[src/rtl/cla_pkg.sv]
// Shared carry-look-ahead helpers for the 4-bit adder and subtractor slices.
// cla4_sum expands the carries from generate/propagate terms instead of rippling them.
package cla_pkg;

  localparam int SLICE_W = 4;

  typedef struct packed {
    logic [SLICE_W-1:0] g;
    logic [SLICE_W-1:0] p;
  } slice_gp_t;

  typedef struct packed {
    logic               cout;
    logic [SLICE_W-1:0] sum;
  } slice_res_t;

  function automatic slice_res_t cla4_sum(input logic [SLICE_W-1:0] a,
                                          input logic [SLICE_W-1:0] b,
                                          input logic               cin);
    slice_gp_t        gp;
    logic [SLICE_W:0] c;
    slice_res_t       r;
    gp.g = a & b;
    gp.p = a ^ b;
    c[0] = cin;
    c[1] = gp.g[0] | (gp.p[0] & cin);
    c[2] = gp.g[1] | (gp.p[1] & gp.g[0]) | (gp.p[1] & gp.p[0] & cin);
    c[3] = gp.g[2] | (gp.p[2] & gp.g[1]) | (gp.p[2] & gp.p[1] & gp.g[0])
         | (gp.p[2] & gp.p[1] & gp.p[0] & cin);
    c[4] = gp.g[3] | (gp.p[3] & gp.g[2]) | (gp.p[3] & gp.p[2] & gp.g[1])
         | (gp.p[3] & gp.p[2] & gp.p[1] & gp.g[0])
         | (gp.p[3] & gp.p[2] & gp.p[1] & gp.p[0] & cin);
    r.sum  = gp.p ^ c[SLICE_W-1:0];
    r.cout = c[SLICE_W];
    return r;
  endfunction

endpackage

[src/rtl/cla4_slice.sv]
// Combinational 4-bit carry-look-ahead slice; zero latency, no flow control.
module cla4_slice
  import cla_pkg::*;
(
  input  logic [SLICE_W-1:0] a,
  input  logic [SLICE_W-1:0] b,
  input  logic               cin,
  output logic [SLICE_W-1:0] sum,
  output logic               cout
);

  assign {cout, sum} = cla4_sum(a, b, cin);

endmodule

[src/rtl/cla_pipe_subtractor.sv]
// Pipelined a - b - bin, one CLA slice per register stage; latency STAGES cycles.
// Backpressure stalls the whole pipe when the output is held (in_ready = out_ready || !out_valid).
module cla_pipe_subtractor
  import cla_pkg::*;
#(
  parameter int WIDTH = 16,
  parameter int SLICE = SLICE_W
)
(
  input  logic             clk,
  input  logic             rst,
  input  logic             in_valid,
  output logic             in_ready,
  input  logic [WIDTH-1:0] a,
  input  logic [WIDTH-1:0] b,
  input  logic             bin,
  output logic             out_valid,
  input  logic             out_ready,
  output logic [WIDTH-1:0] diff,
  output logic             bout,
  output logic             ovf
);

  localparam int STAGES = WIDTH / SLICE;

  logic advance;
  logic ovf_q;

  assign advance  = out_ready || !out_valid;
  assign in_ready = advance;

  genvar k;
  for (k = 0; k < STAGES; k++) begin : g_stage
    // src_a/src_b shrink by one slice per stage: only unconsumed operand bits travel on
    logic [WIDTH-SLICE*k-1:0] src_a;
    logic [WIDTH-SLICE*k-1:0] src_b;
    logic [WIDTH-1:0]         src_d;
    logic                     src_v;
    logic                     src_bw;
    logic [WIDTH-1:0]         nxt_d;
    logic [SLICE-1:0]         sum;
    logic                     cout;
    logic                     vld_q;
    logic [WIDTH-1:0]         dif_q;
    logic                     bw_q;

    if (k == 0) begin : g_head
      assign src_v  = in_valid;
      assign src_a  = a;
      assign src_b  = b;
      assign src_d  = '0;
      assign src_bw = bin;
    end else begin : g_body
      assign src_v  = g_stage[k-1].vld_q;
      assign src_a  = g_stage[k-1].g_carry.a_q;
      assign src_b  = g_stage[k-1].g_carry.b_q;
      assign src_d  = g_stage[k-1].dif_q;
      assign src_bw = g_stage[k-1].bw_q;
    end

    // subtraction as a + ~b + ~borrow
    cla4_slice u_slice (
      .a    (src_a[SLICE-1:0]),
      .b    (~src_b[SLICE-1:0]),
      .cin  (~src_bw),
      .sum  (sum),
      .cout (cout)
    );

    always_comb begin
      nxt_d                    = src_d;
      nxt_d[k*SLICE +: SLICE]  = sum;
    end

    always_ff @(posedge clk or posedge rst) begin
      if (rst) begin
        vld_q <= 1'b0;
        dif_q <= '0;
        bw_q  <= 1'b0;
      end else if (advance) begin
        vld_q <= src_v;
        dif_q <= nxt_d;
        bw_q  <= ~cout;
      end
    end

    if (k < STAGES - 1) begin : g_carry
      logic [WIDTH-SLICE*(k+1)-1:0] a_q;
      logic [WIDTH-SLICE*(k+1)-1:0] b_q;
      always_ff @(posedge clk or posedge rst) begin
        if (rst) begin
          a_q <= '0;
          b_q <= '0;
        end else if (advance) begin
          a_q <= src_a[WIDTH-SLICE*k-1:SLICE];
          b_q <= src_b[WIDTH-SLICE*k-1:SLICE];
        end
      end
    end else begin : g_tail
      // the top slice still sees the operand sign bits, so overflow is resolved here
      always_ff @(posedge clk or posedge rst) begin
        if (rst) begin
          ovf_q <= 1'b0;
        end else if (advance) begin
          ovf_q <= (src_a[SLICE-1] != src_b[SLICE-1]) && (sum[SLICE-1] != src_a[SLICE-1]);
        end
      end
    end
  end

  assign out_valid = g_stage[STAGES-1].vld_q;
  assign diff      = g_stage[STAGES-1].dif_q;
  assign bout      = g_stage[STAGES-1].bw_q;
  assign ovf       = ovf_q;

endmodule

[config.mk]
export PLATFORM = sky130hd
export DESIGN_NAME = cla_pipe_subtractor
export DESIGN_NICKNAME = d
export VERILOG_FILES = /design/src/rtl/cla_pkg.sv /design/src/rtl/cla4_slice.sv /design/src/rtl/cla_pipe_subtractor.sv
export SDC_FILE = /design/constraint.sdc
export NUM_CORES = 1
export LEC_CHECK = 0
export BUFFER_PORTS_ARGS = -buffer_cell sky130_fd_sc_hd__buf_4
export CORE_MARGIN = 2
export CORE_UTILIZATION = 44
export DETAILED_ROUTE_END_ITERATION = 8
export SYNTH_ARGS = -nofsm -noshare
export SYNTH_HDL_FRONTEND = slang
export SYNTH_SLANG_ARGS = --single-unit
[constraint.sdc]
create_clock -name clk -period 3.25 [get_ports clk]
set_input_delay 0.1625 -clock clk [delete_from_list [all_inputs] [get_ports clk]]
set_output_delay 0.1625 -clock clk [all_outputs]
set_load 0.01 [all_outputs]
==> metrics.txt, run 1 <==
status finished, final reports clean; WP data arrival ~1800 ps; sw frac 0.339; CTS tree built; Final period util 0.593; FF-to-FF setup slack 1510 ps; RSZ-0062 raised after global routing false; DP HPWL 4.93 mm; FMAX 519 MHz; Synth Warn # 0; count leader, synth nand2_1; routing usage on met2 0.296; Pwr per Cell Area just over 900 nW/µm²; setup_tns 0 ps; Routed Antenna Nets 0; CP Launch Type register; initial antenna violation count 0; top-area cell type share of the netlist area 0.582; vias in the first global route 3030; core region area 9240 µm²; post-synthesis adder-cell area fraction 0.0672; Initial DRT Pass Iterations 5; CTS buffer count 9; FP Rows 35; met3 Resource Use GR 0.0483; Design Area, Final 5150 µm²; post-CTS sizing 0; ys async rst share 1.00; part of the Yosys area used for sequential elements 0.582; Synth Area in XOR/XNOR 0.00840; worst-margin pin slew between 800 and 900 ps; post-synth top area cell dfrtp_1; synth unique cells 22; fillcell total between 800 and 900; port buffer count 56; H-Tree Depth 3; Worst-Skew Late Latency 360 ps; post-synthesis mux area share 0; largest family of logic cells by synthesized area simple AND/OR/NAND/NOR gates; Reg area around 2400 µm²; clock power share 0.211; GRT overflow 0; register bit count reported by yosys slightly below 100; GRT busiest layer met2; clock tree buffer depth 2; first-pass GRT wire length 13.2 mm; Layout area overhead 23.3%; Multi-input gate area 1570 µm²; Placed Area about 4700 µm²; Setup Skew 8.97 ps; GRT met1 Usage 0.185; Post-Synth Simple-Gate Area 0.209; # DRC 0; Max-Cap Viols 0; number of enable flip-flop cells after synthesis 0; share of power burned in combinational logic 0.360; crit path kind register to output pin; ranking of synthesized cells by area dfrtp_1, nand2_1, ha_1; cells after synthesis 448; Int Power 3.09 mW; Fin. Hold Viols 0; WL final around 7.5 mm; Post-Syn Area around 4200 µm²; Leak 2.66 nW; cell total after placement between 600 and 700; min Tclk post-route about 1900 ps; layout cells sized above 1 0.150; Compound-Gate Fraction of Synth Area 0.0897; Via-to-Cell Ratio roughly 4.7; Required @ worst endpoint just over 3000 ps; Iteration-0 DRC Markers 95; Worst Setup End Kind output pin; clock root buffer clkbuf_8; Pins Over Slew Limit 0; Die ar. between 10000 and 15000 µm²; Avg WL per Cell between 10 and 15 µm; via count 3041; clk sinks 97; Switch Pwr 1.59 mW; CP max FO 57; Rel. slew slack 0.413; Post-Layout Cell Count 650; I/O pin cnt 57; largest net degree at the start of global routing a little under 90; Hold Path Class primary input to register; Post-synth top cells nand2_1, dfrtp_1, inv_1, o21ai_0, ha_1; CTS clk-pin slew, worst paths 90 ps; gpl congestion 0.738; Global Route Usage Sum 0.162; Post-Syn Nets 505; Most used DFF post-synth dfrtp_1; Initial Utilization 0.452; Syn Area/Cell roughly 9.3 µm²; Flop pwr share 0.429; NumNets Final 573; Setup-failing EPs final 0; peak supply drop 0.431 mV; Die X 101 µm; Antenna Cells 0; Die Ht just over 100 µm
-- registers in the layout, summed over array words and instances (netlist names) --
name and flops:
bout 1, diff 16, g_stage.bw_q 3, g_stage.dif_q 24, g_stage.g_carry.a_q 24, g_stage.g_carry.b_q 24
g_stage.vld_q 3, out_valid 1, ovf 1
-- cell usage in the layout, fill, tap and decap left out, drive strengths merged --
cell type,instances
a211oi,4
nor2,12
dfrtp,97
clkinvlp,1
o21ai,19
a21o,4
ha,16
clkbuf,11
bufinv,4
xor2,4
buf,60
o31ai,8
nand2b,1
dlygate4sd3,18
a21oi,8
nor3,5
o31a,4
fa,4
o41ai,1
inv,22
o21a,9
nor2b,5
nand2,204
-- cell families after synthesis --
logic type / count (synthesis)
adder cells (fa/ha/maj): 20
flip-flops: 97
AND/OR/NAND/NOR: 227
XOR/XNOR: 4
buffers and inverters: 43
AO/OA/AOI/OAI: 57
-- what timing repair did --
item / 4_1_cts / 5_1_grt
hold buffers: 18 / 0
setup buffers: 0 / 0
endpoints found under the hold margin: 46 / 0
-- layout make-up --
cell class              count  share of cell area
clock buffers              11              0.0255
clock inverters             5              0.0248
inverters                  22              0.0165
multi-input cells         308               0.305
flip-flops and latches     97               0.472
well taps                 129              0.0314
repair buffers             78               0.125
-- critical path, cell delays in order, from the launching register on --
cell	delay, ps
dfrtp_1	390
nor2b_4	130
inv_2	630
buf_4	260
-- stage by stage --
step                      utilization  power, mW  setup slack, ps  hold WS [ps]
after floorplan                     -       3.21              554           275
after global placement          0.509       3.68             1550           181
after detailed placement        0.509       3.74             1480           188
after CTS                       0.557       4.77             1260         0.503
after global routing            0.557       5.12             1140          2.17
final                           0.557       4.68             1320          15.4
-- metal layers --
layer	up-vias	wire length [µm]	part of all wire
met4	0	74	0.0099
met3	7	265	0.035
met5	-	0	0
met1	1439	3300	0.44
li1	1553	-	-
met2	42	3870	0.52
-- power groups by stage --
stage          sequential, mW  combinational, mW  clock, mW
6_report                 2.01               1.68      0.990
5_1_grt                  2.08               1.97       1.07
4_1_cts                  2.02               1.73       1.02
3_5_place_dp             2.04               1.70          0
3_3_place_gp             2.03               1.65          0
2_1_floorplan            2.03               1.18          0
-- path summary, 6_finish.rpt --
check                                 start                   endpoint  depth (start not counted)
max in group asynchronous               rst  g_stage[0].g_carry.b_q[6]                          4
hold / removal                         a[8]  g_stage[0].g_carry.a_q[4]                          3
setup reg to reg                  out_valid  g_stage[1].g_carry.b_q[0]                          4
min in group asynchronous               rst        g_stage[1].dif_q[2]                          3
setup / recovery                  out_valid                   in_ready                          3
hold reg to reg            g_stage[2].vld_q           g_stage[2].vld_q                          2
Note: power is estimated with default switching activity, not from simulation.
==> run 2: changes to the inputs <==
Settings changed: ABC_AREA set to 1.
Clock period 3.25 ns to 1.9 ns, I/O delays scaled along.
==> run 2 against run 1 <==
  * Sequential power increased by 70%
  * Register-to-register slack lost 1100 ps
  * Count of clock-buffer cells in the layout grew 1
  * Critical path type is now register to register
  * Global-route usage up 0.80 points
  * Largest power group unchanged
  * Clock power up 18%
  * Final cell count increased by 9.7%
==> metrics.txt, run 2 <==
status finished, final reports clean; Initial DRT Pass Iterations 4 (-1); min Tclk post-route 1510 ps; top-area cell type share of the netlist area 0.565 (-0.0168); NumNets Final 632 (+10%); Flop pwr share 0.447 (+0.018); layout cells sized above 1 0.138 (-0.0118); Avg WL per Cell 11.2 µm (-3.1%); Global Route Usage Sum 0.170 (+0.00803); initial antenna violation count 0 (unchanged); Post-Syn Nets 553 (+9.5%); part of the Yosys area used for sequential elements 0.565 (-0.0168); Hold Path End g_stage[0].dif_q[0]; peak supply drop 0.544 mV (+26%); Syn Area/Cell 8.66 µm² (-7.0%); Pins Over Slew Limit 0 (unchanged); Setup Skew 10.5 ps (+1.55 ps); synth unique cells 18 (-18%); FF-to-FF setup slack 390 ps (-1120 ps); crit path kind register to register; Int Power 4.72 mW (+53%); Synth Warn # 0 (unchanged); CTS tree built; largest registers g_stage.dif_q (24), g_stage.g_carry.a_q (24), g_stage.g_carry.b_q (24); postcts setup bufs 0 (unchanged); sw frac 0.382 (+0.0421); clock tree buffer depth 2 (unchanged); core region area 9640 µm² (+4.3%); Post-synth top cells nand2_1, dfrtp_1, o21ai_0, inv_1, ha_1; setup_tns 0 ps (unchanged); CTS clk-pin slew, worst paths 90 ps (about the same); first-pass GRT wire length 14.3 mm (+8.1%); CP Launch Type register; Worst-Skew Late Latency 350 ps (about the same); Pwr per Cell Area 1440 nW/µm² (+58%); Worst Setup End Kind register; Max-Cap Viols 0 (unchanged); post-synth top area cell dfrtp_1; FMAX 661 MHz; Via-to-Cell Ratio 4.56 (-2.6%); ys async rst share 1.00 (unchanged); largest net degree at the start of global routing 61 (-30%); FP Rows 36 (+2.9%); worst-margin pin slew 685 ps (-194 ps); port buffer count 56 (unchanged); Routed Antenna Nets 0 (unchanged); Antenna Cells 0 (unchanged); register bit count reported by yosys 97 (unchanged); number of enable flip-flop cells after synthesis 0 (unchanged); via count 3249 (+6.8%); Layout area overhead 23.4% (about the same); Final period util 0.796; clk sinks 97 (unchanged); Initial Utilization 0.446 (-0.00585); Min-Delay Path Depth 3 (unchanged); Setup WS post-layout 387 ps (-935 ps); # DRC 0 (unchanged); Post-Syn Area 4300 µm² (+3.0%); Switch Pwr 2.92 mW (+83%); hold_ws 81.3 ps (+65.8 ps); WL final 7.98 mm (+6.2%); GRT overflow 0 (unchanged); Setup-failing EPs final 0 (unchanged); WP data arrival 1790 ps (+30 ps); I/O pin cnt 57 (unchanged); Reg2Reg Depth 7 (+3); count leader, synth nand2_1; Crit Reg-Reg Startpoint g_stage[2].g_carry.a_q[2]; DP HPWL 5.11 mm (+3.7%); Fin. Hold Viols 0 (unchanged); CTS buffer count 9 (unchanged); Iteration-0 DRC Markers 113 (+19%); critical hold path startpoint bin; RSZ-0062 raised after global routing false; ranking of synthesized cells by area dfrtp_1, nand2_1, o21ai_0; clock root buffer clkbuf_8; Die X 103 µm (+1.4%); CP max FO 4 (-93%); share of power burned in combinational logic 0.400 (+0.040); H-Tree Depth 3 (unchanged); clock power share 0.153 (-0.058); Place WS 420 ps (-1060 ps); Most used DFF post-synth dfrtp_1; Die Ht 103 µm (+1.4%); gpl congestion 0.822 (+11%); cells after synthesis 496 (+11%); Hold Path Class primary input to register; Die ar. 10600 µm² (+2.9%); RR Endpoint ovf; Leak 2.78 nW (+4.4%); vias in the first global route 3350 (+11%); Required @ worst endpoint 2180 ps (-910 ps); commonest non-fill, non-tap cell in the layout nand2_1; Rel. slew slack 0.542 (+0.129); final design utilization 0.550 (-0.00684); most frequent cells in the layout nand2_1, dfrtp_1, buf_4
[run 2: cell types whose count changed after synthesis, sizes merged, moves of 4 or more]
cell | before | now
nand4 | 0 | 6
inv | 22 | 53
a21o | 4 | 0
a211oi | 4 | 0
nand3 | 0 | 15
o21a | 9 | 0
a21oi | 8 | 3
o31ai | 8 | 0
nor3 | 5 | 0
nor2b | 5 | 0
o31a | 4 | 0
nor2 | 12 | 16
o21ai | 19 | 53
[run 2: stage by stage]
stage | total power, mW | cells | area, µm²
after floorplan | 5.55 | 496 | 4300
after global placement | 6.38 | 671 | 4880
after detailed placement | 6.49 | 671 | 4880
after CTS | 7.74 | 713 | 5300
after global routing | 8.47 | 713 | 5300
final | 7.64 | 713 | 5300
[run 2: worst max path at each step]
| stage | cells after the start | start | endpoint |
|---|---|---|---|
| 2_1_floorplan | 6 | g_stage[2].g_carry.a_q[2] | diff[15] |
| 3_3_place_gp | 6 | g_stage[2].g_carry.a_q[2] | diff[15] |
| 3_5_place_dp | 6 | g_stage[2].g_carry.a_q[2] | diff[15] |
| 4_1_cts | 7 | g_stage[2].g_carry.a_q[2] | ovf |
| 5_1_grt | 7 | g_stage[2].g_carry.a_q[2] | ovf |
| 6_report | 7 | g_stage[2].g_carry.a_q[2] | ovf |
[run 2: layer usage]
layer	share of wire	GRT usage
met1	0.49	0.222
met5	0	0
met3	0.025	0.0237
met4	0.015	0.0628
met2	0.47	0.293
[run 2: cell families (layout without fill, tap and decap cells)]
logic type,count (synthesis),after routing,share of synthesized area
AND/OR/NAND/NOR,246,246,0.226
flip-flops,97,97,0.565
buffers and inverters,73,157,0.0708
AO/OA/AOI/OAI,56,56,0.0652
adder cells (fa/ha/maj),20,20,0.0652
XOR/XNOR,4,4,0.00815
[run 2: final cells by class]
class	count	area [µm²]
clock inverters	4	30.0
inverters	53	203
clock buffers	12	135
fillers	936	4340
well taps	133	166
multi-input cells	326	1570
repair buffers	88	776
flip-flops and latches	97	2430
[run 2: power groups by stage]
stage	combinational [mW]	sequential [mW]	clock (mW)
floorplan	2.10	3.45	0
finish	3.06	3.41	1.17
global placement	2.95	3.43	0
CTS	3.10	3.41	1.22
detailed placement	3.04	3.45	0
global route	3.64	3.53	1.29
[run 2: worst max-delay path: stages (launching register included)]
cell and delay, ps:
dfrtp_1 390, ha_1 340, or2_2 300, nand2_1 110, nand2_1 100, nand2_1 70
nand3_1 70, nand2_1 70
[run 2: timing repair]
action,CTS,global route
gates resized for setup,0,0
hold endpoints to repair,52,0
hold buffers,26,0
